[src/rtl/hdmi_lock_monitor.sv]
// hdmi_lock_monitor
//
// Watches the HDMI PLL lock output and turns it into a clean, synchronous
// video-domain reset. Runs on the 27 MHz crystal clock, so it keeps working
// when the PLL output clock stops. The raw lock is synchronised first. It
// must then stay high for a settle window before video_reset is released.
// Lock losses while running are flagged and counted.
//
// Optional feature (macro HDMI_LOCK_MONITOR_TIMEOUT_EN): a start-up timeout
// that forces a hold period with pll_reset asserted if RUN is not reached
// in time.
//
// Ports:
//   clk          27 MHz crystal clock
//   reset        synchronous, active-high reset
//   lock         raw PLL lock, asynchronous to clk
//   video_reset  active-high reset for the video-domain consumers
//   ready        high only while locked and settled (RUN)
//   lost         one-cycle pulse on each RUN -> LOST transition
//   lost_count   saturating count of lock losses
//   pll_reset    PLL reset request (constant 0 without the macro)
//   timeout      sticky start-up timeout flag (constant 0 without the macro)

module hdmi_lock_monitor #(
    parameter int SYNC_STAGES    = 2,
    parameter int SETTLE_CYCLES  = 27000,
    parameter int HOLD_CYCLES    = 16,
    parameter int TIMEOUT_CYCLES = 270000
) (
    input  logic       clk,
    input  logic       reset,
    input  logic       lock,
    output logic       video_reset,
    output logic       ready,
    output logic       lost,
    output logic [7:0] lost_count,
    output logic       pll_reset,
    output logic       timeout
);

    // One counter is shared by the settle window and the loss hold period.
    localparam int CNT_MAX = (SETTLE_CYCLES > HOLD_CYCLES) ? SETTLE_CYCLES : HOLD_CYCLES;
    localparam int CW      = $clog2(CNT_MAX + 1);

    typedef enum logic [1:0] {
        WAIT   = 2'd0,
        SETTLE = 2'd1,
        RUN    = 2'd2,
        LOST   = 2'd3
    } state_t;

    state_t               state;
    state_t               state_next;
    logic [CW-1:0]        cnt;
    logic [CW-1:0]        cnt_next;
    logic                 lost_next;
    logic [SYNC_STAGES-1:0] sync_q;
    logic                 lock_s;

`ifdef HDMI_LOCK_MONITOR_TIMEOUT_EN
    localparam int TW = $clog2(TIMEOUT_CYCLES + 1);

    logic [TW-1:0] tcnt;
    logic [TW-1:0] tcnt_next;
    logic          timeout_q;
    logic          timeout_next;
    // Marks that the current LOST period was entered through a timeout.
    logic          to_hold;
    logic          to_hold_next;
`endif

    // Synchroniser chain; only its last stage is used by the rest of the logic.
    always_ff @(posedge clk) begin
        if (reset) begin
            sync_q <= '0;
        end else begin
            sync_q <= {sync_q[SYNC_STAGES-2:0], lock};
        end
    end

    assign lock_s = sync_q[SYNC_STAGES-1];

    // State, shared counter and loss bookkeeping registers.
    always_ff @(posedge clk) begin
        if (reset) begin
            state      <= WAIT;
            cnt        <= '0;
            lost       <= 1'b0;
            lost_count <= '0;
        end else begin
            state <= state_next;
            cnt   <= cnt_next;
            lost  <= lost_next;
            if (lost_next && (lost_count != 8'hFF)) begin
                lost_count <= lost_count + 8'd1;
            end
        end
    end

    // Next-state logic. lost is registered so that its pulse lines up with
    // the first cycle of LOST, where video_reset also rises.
    always_comb begin
        state_next = state;
        cnt_next   = cnt;
        lost_next  = 1'b0;

        case (state)
            WAIT: begin
                cnt_next = '0;
                if (lock_s) begin
                    state_next = SETTLE;
                    cnt_next   = CW'(1);
                end
            end
            SETTLE: begin
                if (!lock_s) begin
                    state_next = WAIT;
                    cnt_next   = '0;
                end else if (cnt == CW'(SETTLE_CYCLES)) begin
                    state_next = RUN;
                    cnt_next   = '0;
                end else begin
                    cnt_next = cnt + CW'(1);
                end
            end
            RUN: begin
                cnt_next = '0;
                if (!lock_s) begin
                    state_next = LOST;
                    lost_next  = 1'b1;
                end
            end
            LOST: begin
                // Leaves after exactly HOLD_CYCLES cycles regardless of lock_s.
                if (cnt == CW'(HOLD_CYCLES - 1)) begin
                    state_next = WAIT;
                    cnt_next   = '0;
                end else begin
                    cnt_next = cnt + CW'(1);
                end
            end
            default: begin
                state_next = WAIT;
                cnt_next   = '0;
            end
        endcase

`ifdef HDMI_LOCK_MONITOR_TIMEOUT_EN
        tcnt_next    = tcnt;
        timeout_next = timeout_q;
        to_hold_next = to_hold;

        // The timeout overrides any other WAIT/SETTLE decision, including a
        // settle window completing on the same cycle.
        if ((state == WAIT) || (state == SETTLE)) begin
            if (tcnt == TW'(TIMEOUT_CYCLES)) begin
                state_next   = LOST;
                cnt_next     = '0;
                tcnt_next    = '0;
                timeout_next = 1'b1;
                to_hold_next = 1'b1;
            end else if (state_next == RUN) begin
                tcnt_next = '0;
            end else begin
                tcnt_next = tcnt + TW'(1);
            end
        end

        if ((state == LOST) && (state_next == WAIT)) begin
            to_hold_next = 1'b0;
        end
`endif
    end

`ifdef HDMI_LOCK_MONITOR_TIMEOUT_EN
    // Timeout counter, sticky flag and the timeout-hold marker.
    always_ff @(posedge clk) begin
        if (reset) begin
            tcnt      <= '0;
            timeout_q <= 1'b0;
            to_hold   <= 1'b0;
        end else begin
            tcnt      <= tcnt_next;
            timeout_q <= timeout_next;
            to_hold   <= to_hold_next;
        end
    end

    assign pll_reset = (state == LOST) && to_hold;
    assign timeout   = timeout_q;
`else
    // Timeout supervision is compiled out. TIMEOUT_CYCLES is never negative,
    // so this is constant 0; referencing it keeps one parameter list for both builds.
    assign pll_reset = 1'b0;
    assign timeout   = (TIMEOUT_CYCLES < 0);
`endif

    // Outputs decode straight from the state register.
    assign video_reset = (state != RUN);
    assign ready       = (state == RUN);

endmodule
[config.mk]
export PLATFORM = sky130hd
export DESIGN_NAME = hdmi_lock_monitor
export DESIGN_NICKNAME = d
export VERILOG_FILES = /design/src/rtl/hdmi_lock_monitor.sv
export SDC_FILE = /design/constraint.sdc
export NUM_CORES = 1
export LEC_CHECK = 0
export CAP_MARGIN = 20
export CORE_MARGIN = 3
export CORE_UTILIZATION = 52
export CTS_BUF_LIST = sky130_fd_sc_hd__clkbuf_2
export DETAILED_ROUTE_END_ITERATION = 6
export PLACE_DENSITY = 0.79
export SYNTH_ARGS = -nofsm -noshare
export SYNTH_HDL_FRONTEND = slang
export SYNTH_SLANG_ARGS = --single-unit
[constraint.sdc]
create_clock -name clk -period 6.35 [get_ports clk]
set_clock_uncertainty 0.15 [all_clocks]
set_input_delay 1.905 -clock clk [delete_from_list [all_inputs] [get_ports clk]]
set_output_delay 1.905 -clock clk [all_outputs]
set_load 0.02 [all_outputs]
# Word level (Yosys, flattened, before mapping)
# Cells that the tools add are included.
# Widths: inputs -> output; s select.
# totals
ff_bits	28
in_bits	3
wordCells	34
# op_classes
add_sub_neg	2
eq_ne	11
mux	13
n_reduce_logical	3
# op_table
op	n
$pmux 15 s4	1
$mux 15	3
$add 15x1->15 const B	1
$eq 15x15->1 const B	1
$eq 15x4->1 const B	1
$mux 2	5
$add 8x1->8 const B	1
$ne 2x2->1 const B	4
$ne 8x8->1 const B	1
$pmux 2 s4	1
$eq 2x2->1 const B	2
$reduce_and 4->1	1
$mux 1	3
$ne 3x3->1 const B	1
$eq 2x1->1 const B	1
$logic_not 2->1	1
$logic_and 1x1->1	1

# Logic depth before layout (Yosys ltp)
# depth
depth_word	4
mapped_depth	7

# Worst setup path before layout
# Ideal clock, no wire load.
# synth_timing
path_kind	input to register
from	input reset
to	register cnt[10]
setup_time_ns	0.078
arrival_time_ns	2.652
required_ns	6.122
path_slack_ns	3.470
stages	4
cell_sequence	or2_2 buf_1 clkbuf_1 nor3_1
# synth_rtl
element	line	text
start, declared	31	input logic reset,
end signal, assigned	92	cnt <= cnt_next;
end, declared	54	logic [CW-1:0] cnt;

==> run_summary.xml <==
<?xml version="1.0" encoding="UTF-8"?>
<metrics>
  <group name="power">
    <metric name="seq_power_share" unit="%">71.7</metric>
    <metric name="fin_total_pwr" unit="mW">0.248</metric>
    <metric name="ir_drop" unit="mV">0.120</metric>
    <metric name="internal" unit="mW">0.193</metric>
    <metric name="comb_power_share" unit="%">2.4</metric>
    <metric name="power_frac_clock" unit="%">25.9</metric>
    <metric name="netSwitchingFraction" unit="%">22.2</metric>
    <metric name="total_switching_power" unit="mW">0.0551</metric>
    <metric name="leakagePower" unit="nW">0.449</metric>
    <metric name="power-per-cell-area" unit="nW/um2">163</metric>
  </group>
  <group name="synth">
    <metric name="number_of_enable_type_register_cells_in_the_synthesized_netlist" unit="">0</metric>
    <metric name="synth-xor-area-share" unit="%">10.8</metric>
    <metric name="post-synth-top-area-cell" unit="">sky130_fd_sc_hd__dfxtp_1</metric>
    <metric name="syn-cell-area" unit="um2">1380</metric>
    <metric name="synthDistinctLibCells" unit="">40</metric>
    <metric name="yosys.cell_count.top_type" unit="">sky130_fd_sc_hd__dfxtp_1</metric>
    <metric name="post_synth_main_area_contributors" unit="">sky130_fd_sc_hd__dfxtp_1 41%, sky130_fd_sc_hd__xnor2_1 8.3%, sky130_fd_sc_hd__nor3_1 5.1%</metric>
    <metric name="cell_types_with_the_highest_counts_after_synthesis" unit="">28 x sky130_fd_sc_hd__dfxtp_1, 14 x sky130_fd_sc_hd__nor3_1, 13 x sky130_fd_sc_hd__nor2_1, 13 x sky130_fd_sc_hd__xnor2_1, 9 x sky130_fd_sc_hd__nand2_1</metric>
    <metric name="synth_top_family_by_area" unit="">simple AND/OR/NAND/NOR gates</metric>
    <metric name="synth_top_area_share" unit="%">40.7</metric>
    <metric name="count_of_mapped_cells_out_of_synthesis" unit="">156</metric>
    <metric name="synth.area.mux_share" unit="%">1.45</metric>
    <metric name="synth-compound-area-share" unit="%">9.45</metric>
    <metric name="avgSynthCellArea" unit="um2">8.82</metric>
    <metric name="postSynth.asyncResetShare" unit="%">0</metric>
    <metric name="synth-simple-area-share" unit="%">29.8</metric>
    <metric name="synth-seq-area-share" unit="%">40.7</metric>
    <metric name="yosys_register_bits" unit="">28</metric>
    <metric name="synthAdderAreaFrac" unit="%">2.73</metric>
    <metric name="yosys_warnings" unit="">0</metric>
    <metric name="synth_top_flop_cell" unit="">sky130_fd_sc_hd__dfxtp_1</metric>
  </group>
  <group name="outcome">
    <metric name="run_status" unit="">completed</metric>
  </group>
  <group name="cts">
    <metric name="number_of_h_tree_levels" unit="">1</metric>
    <metric name="cts-resized-gates" unit="">0</metric>
    <metric name="max-clock-path-buffers" unit="">2</metric>
    <metric name="root_buffer" unit="">sky130_fd_sc_hd__clkbuf_2</metric>
    <metric name="cts.sinks" unit="">28</metric>
    <metric name="clock_tree_from_tritoncts" unit="">yes</metric>
    <metric name="cts_post_setup_buffers_inserted" unit="">0</metric>
    <metric name="tritoncts_buffers" unit="">3</metric>
    <metric name="cts_hold_buf" unit="">0</metric>
    <metric name="worst_skew_pair.late_latency" unit="ns">0.36</metric>
    <metric name="clk_pin_slew" unit="ns">0.25</metric>
  </group>
  <group name="cells_and_area">
    <metric name="register_area" unit="um2">561</metric>
    <metric name="antenna-diode-count" unit="">0</metric>
    <metric name="layout.cell_area.non_filler" unit="um2">1520</metric>
    <metric name="final_nets" unit="">174</metric>
    <metric name="areaGrowthSynthToFinish" unit="%">10.7</metric>
    <metric name="stdcell_count" unit="">197</metric>
    <metric name="layout.core_utilization" unit="%">61.0</metric>
    <metric name="drive_gt1_share" unit="%">5.39</metric>
    <metric name="multiInputGateArea" unit="um2">754</metric>
    <metric name="fillerInstances" unit="">213</metric>
  </group>
  <group name="detailed_routing">
    <metric name="dr.first_iter.drc_count" unit="">27</metric>
    <metric name="drt_drc_violations_left" unit="">0</metric>
    <metric name="vias_per_cell" unit="">5.81</metric>
    <metric name="routed_wl" unit="um">2580</metric>
    <metric name="avgRoutedWirePerCell" unit="um">13.1</metric>
    <metric name="via_count" unit="">1144</metric>
    <metric name="drt_first_pass_iters" unit="">5</metric>
    <metric name="final_ant_viol_nets" unit="">0</metric>
  </group>
  <group name="job">
    <metric name="drv.max_cap_violation_count" unit="">0</metric>
  </group>
  <group name="floorplanning">
    <metric name="io-pin-count" unit="">16</metric>
    <metric name="starting_density_of_the_core" unit="%">55.1</metric>
    <metric name="fp.dieW" unit="um">57.4</metric>
    <metric name="floorplan.core_area" unit="um2">2500</metric>
    <metric name="die-area" unit="um2">3300</metric>
    <metric name="die_h" unit="um">57.4</metric>
    <metric name="placementRows" unit="">18</metric>
  </group>
  <group name="global_route">
    <metric name="grt_pass1_vias" unit="">1084</metric>
    <metric name="grt_overflow" unit="">0</metric>
    <metric name="grt_pass1_wl" unit="um">4570</metric>
    <metric name="groute.usage.overall" unit="%">17.2</metric>
    <metric name="grt_antenna_before_repair" unit="">0</metric>
    <metric name="pin_count_of_the_biggest_net_entering_global_routing" unit="">17</metric>
  </group>
  <group name="worst_setup_path">
    <metric name="critPathLaunchType" unit="">flop</metric>
    <metric name="rrSetupSlack" unit="ns">4.00</metric>
    <metric name="r2r-start" unit="">cnt[7]$_SDFF_PP0_</metric>
    <metric name="worst_r2r_path_depth" unit="">4</metric>
    <metric name="worst_ep_required_time" unit="ns">4.30</metric>
    <metric name="cp_data_arrival_time" unit="ns">1.69</metric>
    <metric name="timing.critical_path.to_type" unit="">primary output</metric>
    <metric name="worst-setup-path-type" unit="">flop to primary output</metric>
    <metric name="critical_path.reg2reg.endpoint" unit="">cnt[5]$_SDFF_PP0_</metric>
    <metric name="crit_fanout" unit="">9</metric>
  </group>
  <group name="placement">
    <metric name="post-place-cells" unit="">193</metric>
    <metric name="total_half_perimeter_wirelength_after_legalization_and_detailed_placement" unit="um">1920</metric>
    <metric name="placedInstanceArea" unit="um2">1510</metric>
    <metric name="routabilityCongestion" unit="">0.906</metric>
    <metric name="dp_slack" unit="ns">2.75</metric>
    <metric name="placement.io_buffers" unit="">13</metric>
  </group>
  <group name="timing">
    <metric name="worst_slew_pin_slew" unit="ns">0.562</metric>
    <metric name="timing.hold.ws" unit="ns">0.328</metric>
    <metric name="layout_min_cycle_time" unit="ns">3.74</metric>
    <metric name="final_report_max_slew_violation_count" unit="">0</metric>
    <metric name="achievable-frequency" unit="MHz">267</metric>
    <metric name="finalCritPeriodShare" unit="%">58.9</metric>
    <metric name="setup_tns" unit="ns">0</metric>
    <metric name="rsz0062_at_grt" unit="">no</metric>
    <metric name="relSlewSlack" unit="%">61.5</metric>
    <metric name="hold_violations" unit="">0</metric>
    <metric name="final_setup_margin" unit="ns">2.61</metric>
    <metric name="setup_viol" unit="">0</metric>
  </group>
  <group name="worst_hold_path">
    <metric name="min_delay_path_class" unit="">flop to flop</metric>
    <metric name="holdPathEnd" unit="">sync_q[1]$_SDFF_PP0_</metric>
    <metric name="holdCritStartpoint" unit="">sync_q[0]$_SDFF_PP0_</metric>
    <metric name="timing.hold.worst_path_depth" unit="">1</metric>
  </group>
</metrics>
[cell usage in the layout, fill, tap and decap left out, types with 2 or more instances in the layout]
cell and n:
sky130_fd_sc_hd__nand3b_1 2, sky130_fd_sc_hd__conb_1 2, sky130_fd_sc_hd__clkdlybuf4s50_1 13, sky130_fd_sc_hd__a211oi_1 2, sky130_fd_sc_hd__clkbuf_2 3, sky130_fd_sc_hd__nor2b_1 2, sky130_fd_sc_hd__xnor2_1 13, sky130_fd_sc_hd__o21ai_0 3
sky130_fd_sc_hd__or3_1 3, sky130_fd_sc_hd__nand4_1 3, sky130_fd_sc_hd__nor3b_1 3, sky130_fd_sc_hd__nor3_1 14, sky130_fd_sc_hd__inv_1 6, sky130_fd_sc_hd__nand3_1 8, sky130_fd_sc_hd__mux2i_1 2, sky130_fd_sc_hd__or4_4 2
sky130_fd_sc_hd__nor2_1 13, sky130_fd_sc_hd__or2_2 2, sky130_fd_sc_hd__ha_1 3, sky130_fd_sc_hd__dfxtp_1 28, sky130_fd_sc_hd__nand2_1 9, sky130_fd_sc_hd__a21oi_1 3, sky130_fd_sc_hd__a31oi_1 2, sky130_fd_sc_hd__and3_1 2
sky130_fd_sc_hd__nor4_1 6, sky130_fd_sc_hd__and2_1 3, sky130_fd_sc_hd__xor2_1 4
[layout make-up]
type                            instances  share of cell area [%]
Clock buffer                            3                   0.985
Sequential cell                        28                    36.8
Timing Repair Buffer                   13                    8.54
Tap cell                               30                    2.46
Multi-Input combinational cell        116                    49.5
Clock inverter                          1                   0.246
Inverter                                6                    1.48
[cells by family after synthesis]
family                     after synthesis
AOI/OAI and AO/OA                       17
xor gates and xnor gates                17
adders and majority gates                3
buffers and inverters                   13
DFF                                     28
muxes                                    2
other                                    1
and+or+nand+nor                         75
[critical path: stages, from the launching register on]
cell                              delay [ns]
sky130_fd_sc_hd__dfxtp_1                0.53
sky130_fd_sc_hd__nand2_1                0.11
sky130_fd_sc_hd__inv_1                  0.08
sky130_fd_sc_hd__clkdlybuf4s50_1        0.60
[state kept, by name (all words and copies together) (netlist names), named ones only]
signal      cells
sync_q          2
state           1
lost            1
cnt            15
lost_count      8
[how the worst max path moves through the flow]
| stage | end | slack (ns) |
|---|---|---|
| 2_1_floorplan | cnt[10]$_SDFF_PP0_ | 3.47 |
| 5_1_grt | ready | 2.48 |
| 4_1_cts | ready | 2.58 |
| 6_report | ready | 2.61 |
| 3_5_place_dp | cnt[10]$_SDFF_PP0_ | 2.75 |
| 3_3_place_gp | cnt[14]$_SDFF_PP0_ | 2.82 |
[layer usage]
metal / up-vias / track usage (%) / wire length (um) / share of wire, %
li1: 577 / - / - / -
met3: 2 / 2.71 / 124 / 4.8
met5: - / 0 / 0 / 0
met2: 29 / 29.7 / 1310 / 51
met4: 0 / 6.29 / 14 / 0.54
met1: 536 / 21.6 / 1130 / 44
[power groups by stage]
stage          sequential [mW]  clock, mW  combinational, mW
6_report                 0.178     0.0642            0.00597
5_1_grt                  0.179     0.0735            0.00669
4_1_cts                  0.178     0.0674            0.00603
3_5_place_dp             0.181          0            0.00601
3_3_place_gp             0.181          0            0.00589
2_1_floorplan            0.181          0            0.00501
Note: power is estimated with default switching activity, not from simulation.
